$ cat src/rtl/preimage_sweep_ctrl_pkg.sv
// Shared types and default widths for the preimage sweep controller.
package preimage_pkg;

  localparam int W     = 16;
  localparam int N_TGT = 19;
  localparam int IDX_W = 5;
  localparam int CNT_W = 16;

  typedef enum logic [1:0] {
    IDLE  = 2'd0,
    SWEEP = 2'd1,
    EMIT  = 2'd2,
    DONE  = 2'd3
  } state_e;

endpackage

$ cat src/rtl/preimage_sweep_ctrl_tgt_cam.sv
// Target ciphertext table with per-entry valid bits and a parallel
// equality compare of every valid entry against the cipher output.
module tgt_cam #(
  parameter int W     = 16,
  parameter int N_TGT = 19,
  parameter int IDX_W = 5
) (
  input  logic             clk,
  input  logic             rst,
  input  logic             wr_en_i,
  input  logic [IDX_W-1:0] wr_idx_i,
  input  logic [W-1:0]     wr_data_i,
  input  logic [W-1:0]     y_i,
  output logic [N_TGT-1:0] hit_o
);
  import preimage_pkg::*;

  logic [W-1:0]     tgt_q [N_TGT];
  logic [N_TGT-1:0] valid_q;
  logic             wr_in_range_s;

  // Out-of-range indices are silently discarded.
  assign wr_in_range_s = (32'(wr_idx_i) < N_TGT);

  // Table storage: reset invalidates every entry so stale targets never match.
  always_ff @(posedge clk) begin
    if (rst) begin
      valid_q <= '0;
      for (int i = 0; i < N_TGT; i++) begin
        tgt_q[i] <= '0;
      end
    end else if (wr_en_i && wr_in_range_s) begin
      tgt_q[wr_idx_i]   <= wr_data_i;
      valid_q[wr_idx_i] <= 1'b1;
    end
  end

  // Parallel compare: only valid entries can report a hit.
  always_comb begin
    hit_o = '0;
    for (int i = 0; i < N_TGT; i++) begin
      hit_o[i] = valid_q[i] & (y_i == tgt_q[i]);
    end
  end

endmodule

$ cat src/rtl/preimage_sweep_ctrl.sv
// Exhaustive sweep sequencer: drives every candidate into an external
// combinational cipher, matches its output against the target table and
// streams every (input, target index) hit out over valid/ready.
module preimage_sweep_ctrl #(
  parameter int W     = 16,
  parameter int N_TGT = 19,
  parameter int IDX_W = 5,
  parameter int CNT_W = 16
) (
  input  logic             clk,
  input  logic             rst,
  input  logic             tgt_wr_en,
  input  logic [IDX_W-1:0] tgt_wr_idx,
  input  logic [W-1:0]     tgt_wr_data,
  input  logic             start,
  output logic             busy,
  output logic             done,
  output logic [W-1:0]     cand_x,
  input  logic [W-1:0]     circ_y,
  output logic             m_valid,
  input  logic             m_ready,
  output logic [W-1:0]     m_x,
  output logic [IDX_W-1:0] m_idx,
  output logic [CNT_W-1:0] match_count
);
  import preimage_pkg::*;

  localparam logic [W-1:0]     X_MAX   = {W{1'b1}};
  localparam logic [W-1:0]     X_ONE   = {{(W-1){1'b0}}, 1'b1};
  localparam logic [CNT_W-1:0] CNT_ONE = {{(CNT_W-1){1'b0}}, 1'b1};
  localparam logic [N_TGT-1:0] BIT0    = {{(N_TGT-1){1'b0}}, 1'b1};

  state_e           state_q;
  logic [W-1:0]     cand_x_q;
  logic [W-1:0]     m_x_q;
  logic [IDX_W-1:0] m_idx_q;
  logic [N_TGT-1:0] hit_q;
  logic [CNT_W-1:0] match_count_q;
  logic             m_valid_q;
  logic             busy_q;
  logic             done_q;

  logic             wr_ok_s;
  logic [N_TGT-1:0] hit_s;
  logic [IDX_W-1:0] first_idx_s;
  logic [N_TGT-1:0] rem_d;
  logic [IDX_W-1:0] next_idx_d;

  // Index of the lowest set bit; zero for an all-clear vector.
  function automatic logic [IDX_W-1:0] lowest_idx(input logic [N_TGT-1:0] v);
    lowest_idx = '0;
    for (int i = N_TGT - 1; i >= 0; i--) begin
      lowest_idx = v[i] ? IDX_W'(i) : lowest_idx;
    end
  endfunction

  // The table may only change while no sweep is in flight.
  assign wr_ok_s = tgt_wr_en & ((state_q == IDLE) | (state_q == DONE));

  tgt_cam #(
    .W     (W),
    .N_TGT (N_TGT),
    .IDX_W (IDX_W)
  ) u_tgt_cam (
    .clk       (clk),
    .rst       (rst),
    .wr_en_i   (wr_ok_s),
    .wr_idx_i  (tgt_wr_idx),
    .wr_data_i (tgt_wr_data),
    .y_i       (circ_y),
    .hit_o     (hit_s)
  );

  // Priority encode the fresh hit vector and the remainder after popping a beat.
  always_comb begin
    first_idx_s = lowest_idx(hit_s);
    rem_d       = hit_q & ~(BIT0 << m_idx_q);
    next_idx_d  = lowest_idx(rem_d);
  end

  // Main FSM with all outputs registered alongside the state.
  always_ff @(posedge clk) begin
    if (rst) begin
      state_q       <= IDLE;
      cand_x_q      <= '0;
      m_x_q         <= '0;
      m_idx_q       <= '0;
      hit_q         <= '0;
      match_count_q <= '0;
      m_valid_q     <= 1'b0;
      busy_q        <= 1'b0;
      done_q        <= 1'b0;
    end else begin
      case (state_q)
        IDLE, DONE: begin
          if (start) begin
            state_q       <= SWEEP;
            cand_x_q      <= '0;
            match_count_q <= '0;
            done_q        <= 1'b0;
            busy_q        <= 1'b1;
          end
        end
        SWEEP: begin
          if (hit_s != '0) begin
            // Freeze the candidate and hand the hits to the emitter.
            state_q   <= EMIT;
            hit_q     <= hit_s;
            m_x_q     <= cand_x_q;
            m_idx_q   <= first_idx_s;
            m_valid_q <= 1'b1;
          end else if (cand_x_q == X_MAX) begin
            state_q <= DONE;
            busy_q  <= 1'b0;
            done_q  <= 1'b1;
          end else begin
            cand_x_q <= cand_x_q + X_ONE;
          end
        end
        EMIT: begin
          if (m_valid_q && m_ready) begin
            hit_q <= rem_d;
            if (match_count_q != {CNT_W{1'b1}}) begin
              match_count_q <= match_count_q + CNT_ONE;
            end
            if (rem_d != '0) begin
              m_idx_q <= next_idx_d;
            end else begin
              m_valid_q <= 1'b0;
              if (m_x_q == X_MAX) begin
                // Last candidate already emitted: finish without rollover.
                state_q <= DONE;
                busy_q  <= 1'b0;
                done_q  <= 1'b1;
              end else begin
                state_q  <= SWEEP;
                cand_x_q <= m_x_q + X_ONE;
              end
            end
          end
        end
        default: begin
          state_q   <= IDLE;
          m_valid_q <= 1'b0;
          busy_q    <= 1'b0;
          done_q    <= 1'b0;
        end
      endcase
    end
  end

  assign busy        = busy_q;
  assign done        = done_q;
  assign cand_x      = cand_x_q;
  assign m_valid     = m_valid_q;
  assign m_x         = m_x_q;
  assign m_idx       = m_idx_q;
  assign match_count = match_count_q;

endmodule

$ cat config.mk
export PLATFORM = sky130hd
export DESIGN_NAME = preimage_sweep_ctrl
export DESIGN_NICKNAME = d
export VERILOG_FILES = /design/src/rtl/preimage_sweep_ctrl_pkg.sv /design/src/rtl/preimage_sweep_ctrl_tgt_cam.sv /design/src/rtl/preimage_sweep_ctrl.sv
export SDC_FILE = /design/constraint.sdc
export NUM_CORES = 1
export LEC_CHECK = 0
export CORE_UTILIZATION = 55
export CTS_CLUSTER_SIZE = 10
export DETAILED_ROUTE_END_ITERATION = 16
export PLACE_DENSITY_LB_ADDON = 0.25
export SYNTH_ARGS = -nofsm -noshare
export SYNTH_HDL_FRONTEND = slang
export SYNTH_SLANG_ARGS = --single-unit
$ cat constraint.sdc
create_clock -name clk -period 6.6 [get_ports clk]
set_input_delay 0.99 -clock clk [delete_from_list [all_inputs] [get_ports clk]]
set_output_delay 0.99 -clock clk [all_outputs]
set_load 0.02 [all_outputs]
==> reports/results.tsv <==
metric	value	unit
status	finished clean	
clkTransAtPathRegs	60	ps
max_stage_delay	1360	ps
synthArstFlopShare	0	%
core_area	0.0375	mm^2
holdBufCountCts	0	
crit_slowest_cell	clkdlybuf4s50_1	
post-route-min-period	4850	ps
fmax	0.206	GHz
power.leakage	8.01	nW
ir_worst_vdd	0.180	mV
syn_nets	2083	
synth_cell_types	84	
layout.nets	2153	
powerDensity	265	mW/mm^2
cts_sinks	400	
end_kind	flip-flop	
cts_tree	built	
hpwl	39700	um
ant_nets	0	
num_io_pins	98	
numPortBuffers	97	
final-setup-viol-count	0	
fin_ws	1750	ps
yosys.area_share.simple	21.7	%
crit_path_max_fanout	17	
synth_top_cell_area_share	41.4	%
crit_required	7100	ps
synthAdderAreaFrac	0.239	%
h-tree-depth	2	
synth_top_family_by_area	simple AND/OR/NAND/NOR gates	
synth-xor-area-share	13.7	%
yosys-top-cells-area	edfxtp_1 41%, dfxtp_1 11%, xnor2_1 8.4%	
dr.pass1.iters	8	
synthFlopType	edfxtp_1	
fillers	3032	
worst_pin_slew	1410	ps
ys.warnings.count	0	
critPathMostFrequentCell	nand4_1	
pre_cts_ws	1340	ps
overflow	0	
crit_chain	clkdlybuf4s50_1 > buf_4 > xor2_1 > nor4b_1 > nor4bb_1 > nor4_2 > nand4_1 > o21ai_4 > nand4_1 > mux2i_1	
wl	62300	um
grt_pass1_wl	93100	um
clockBufferDepth	3	
die_area	0.0388	mm^2
synth-compound-area-share	5.73	%
track_usage	32.2	%
crit_path_start_kind	input port	
rows	71	
cp.arrival	5340	ps
seq_area	0.0109	mm^2
die_x	197	um
dr_total_vias	16303	
post_synth.cell_area_avg	10.3	um^2
numCtsBuffers	46	
synth_area	0.0209	mm^2
hold_class	reg2reg	
setup_tns	0	ps
netlist_instances	2037	
placed_area	0.0221	mm^2
insertion_delay	580	ps
drive_gt1_share	6.45	%
critical_path_class	in2reg	
drt-wirelength-per-cell	23.5	um
total_power	6.22	mW
first_iter_violations	1675	
area_delta_synth_final	12.2	%
netlist.top_cell.by_area	edfxtp_1	
antenna_found_initial	1	
critical-path-top-delay-family	buffers and inverters	
period_share	73.4	%
drc	0	
fin_area	0.0235	mm^2
initial_utilization	55.7	%
fin_skew	25.0	ps
synth_enable_flop_cells	288	
grt_pass1_vias	15495	
drv_cap	0	
post_cts_buffers	0	
relSlewSlack	5.94	%
finalHoldViolCount	0	
place_congestion	0.954	
via_per_inst	6.15	
grt_max_degree	66	
ys_seq_elements	400	
cts_resized	0	
fp.dieH	197	um
maxSlewViolCount	0	
synthMuxAreaShare	2.62	%
clockRootBuffer	clkbuf_16	
synth_seq_area_share	52.1	%
cp_num_buf_inv	2	
multiInputGateArea	0.00920	mm^2
rsz0062_at_grt	false	
final timing paths:
check                                    start  cells after the start  slack (ps)                                end
min          u_tgt_cam.valid_q[0]$_SDFFE_PP0P_                      2         450  u_tgt_cam.valid_q[0]$_SDFFE_PP0P_
max                                 circ_y[13]                     10        1750                  done$_SDFFE_PP0P_
max reg2reg              m_idx[3]$_SDFFE_PP0P_                      9        2880             cand_x[8]$_SDFFE_PP0P_
min reg2reg  u_tgt_cam.valid_q[0]$_SDFFE_PP0P_                      2         450  u_tgt_cam.valid_q[0]$_SDFFE_PP0P_
state kept, by name, summed over array words and instances (netlist names):
signal             count
state_q                2
match_count           16
cand_x                16
m_valid                1
m_x                   16
u_tgt_cam.valid_q     19
u_tgt_cam.tgt_q      304
busy                   1
hit_q                 19
m_idx                  5
done                   1
cells by family after synthesis:
logic type                 after synthesis
DFF                                    400
buffers and inverters                  155
muxes                                   54
AOI/OAI and AO/OA                      180
and+or+nand+nor                        917
adders and majority gates                4
xor gates and xnor gates               327
where the power goes:
group          switching, mW  internal, mW
registers             0.0754          2.80
clock network          0.992          1.33
logic                  0.678         0.349
cells in the final DEF, fill, tap and decap left out, types with 9 or more instances in the layout:
master             n
o21a_1            10
buf_4             41
nand2_1          150
and3_1            11
xnor2_1          201
a21oi_1           65
inv_1             39
clkdlybuf4s50_1   93
mux2i_1           49
nor3b_1           17
clkbuf_16         47
dfxtp_1          112
edfxtp_1         288
nor4_1            45
a41o_1            12
nor3_1            30
nand3_1           43
nor4b_1           10
nand4_1           73
and4_1            28
nor2_1           415
clkbuf_1          30
or2_2              9
o21ai_0           31
xor2_1           126
nor4bb_1          15
nand2b_1          20
area by class of cell:
type	count	share of cell area, %
antenna	1	0.0107
clock buffer	78	5.55
clock inverter	2	0.0587
inverter	40	0.640
multi-input combinational	1482	39.2
sequential	400	46.4
tap	511	2.73
timing repair buffer	137	5.35
through the flow:
stage	std cells	utilization (%)	hold WS, ps
5_1_grt	2650	62.5	475
4_1_cts	2650	62.5	452
3_5_place_dp	2570	59.0	442
6_report	2651	62.6	450
3_3_place_gp	2570	59.0	438
2_1_floorplan	2037	-	426
Yosys cell counts (all sizes together) (3+ instances only):
cell type / number
mux2: 5
clkbuf: 65
or2: 9
o21a: 13
nand3: 44
a21oi: 67
nor3: 31
inv: 40
nor4: 47
a21o: 3
nor4b: 11
nand4: 73
a311oi: 3
and4: 28
o311a: 3
nand2b: 22
nor3b: 17
o22ai: 8
or3b: 5
a41o: 12
a211oi: 3
dfxtp: 112
and3: 11
or4: 6
or3: 8
ha: 4
nor4bb: 15
o21ai: 37
xnor2: 201
nand4b: 4
nand3b: 7
mux2i: 49
edfxtp: 288
o211ai: 4
nand2: 150
buf: 48
nor2b: 5
a31oi: 3
nor2: 415
xor2: 126
worst min-delay path: stages, from the launching register on:
cell and delay [ps]:
dfxtp_1 310, inv_1 50, a21oi_1 50
metal layers:
layer,vias to the layer above,global-route usage [%],share of wire (%)
met4,2,14.5,4.4
met3,198,5.51,10
met5,-,0,0.019
met2,914,51.7,46
li1,7310,-,-
met1,7879,42.8,39
Power figures use the tool's default switching activity.
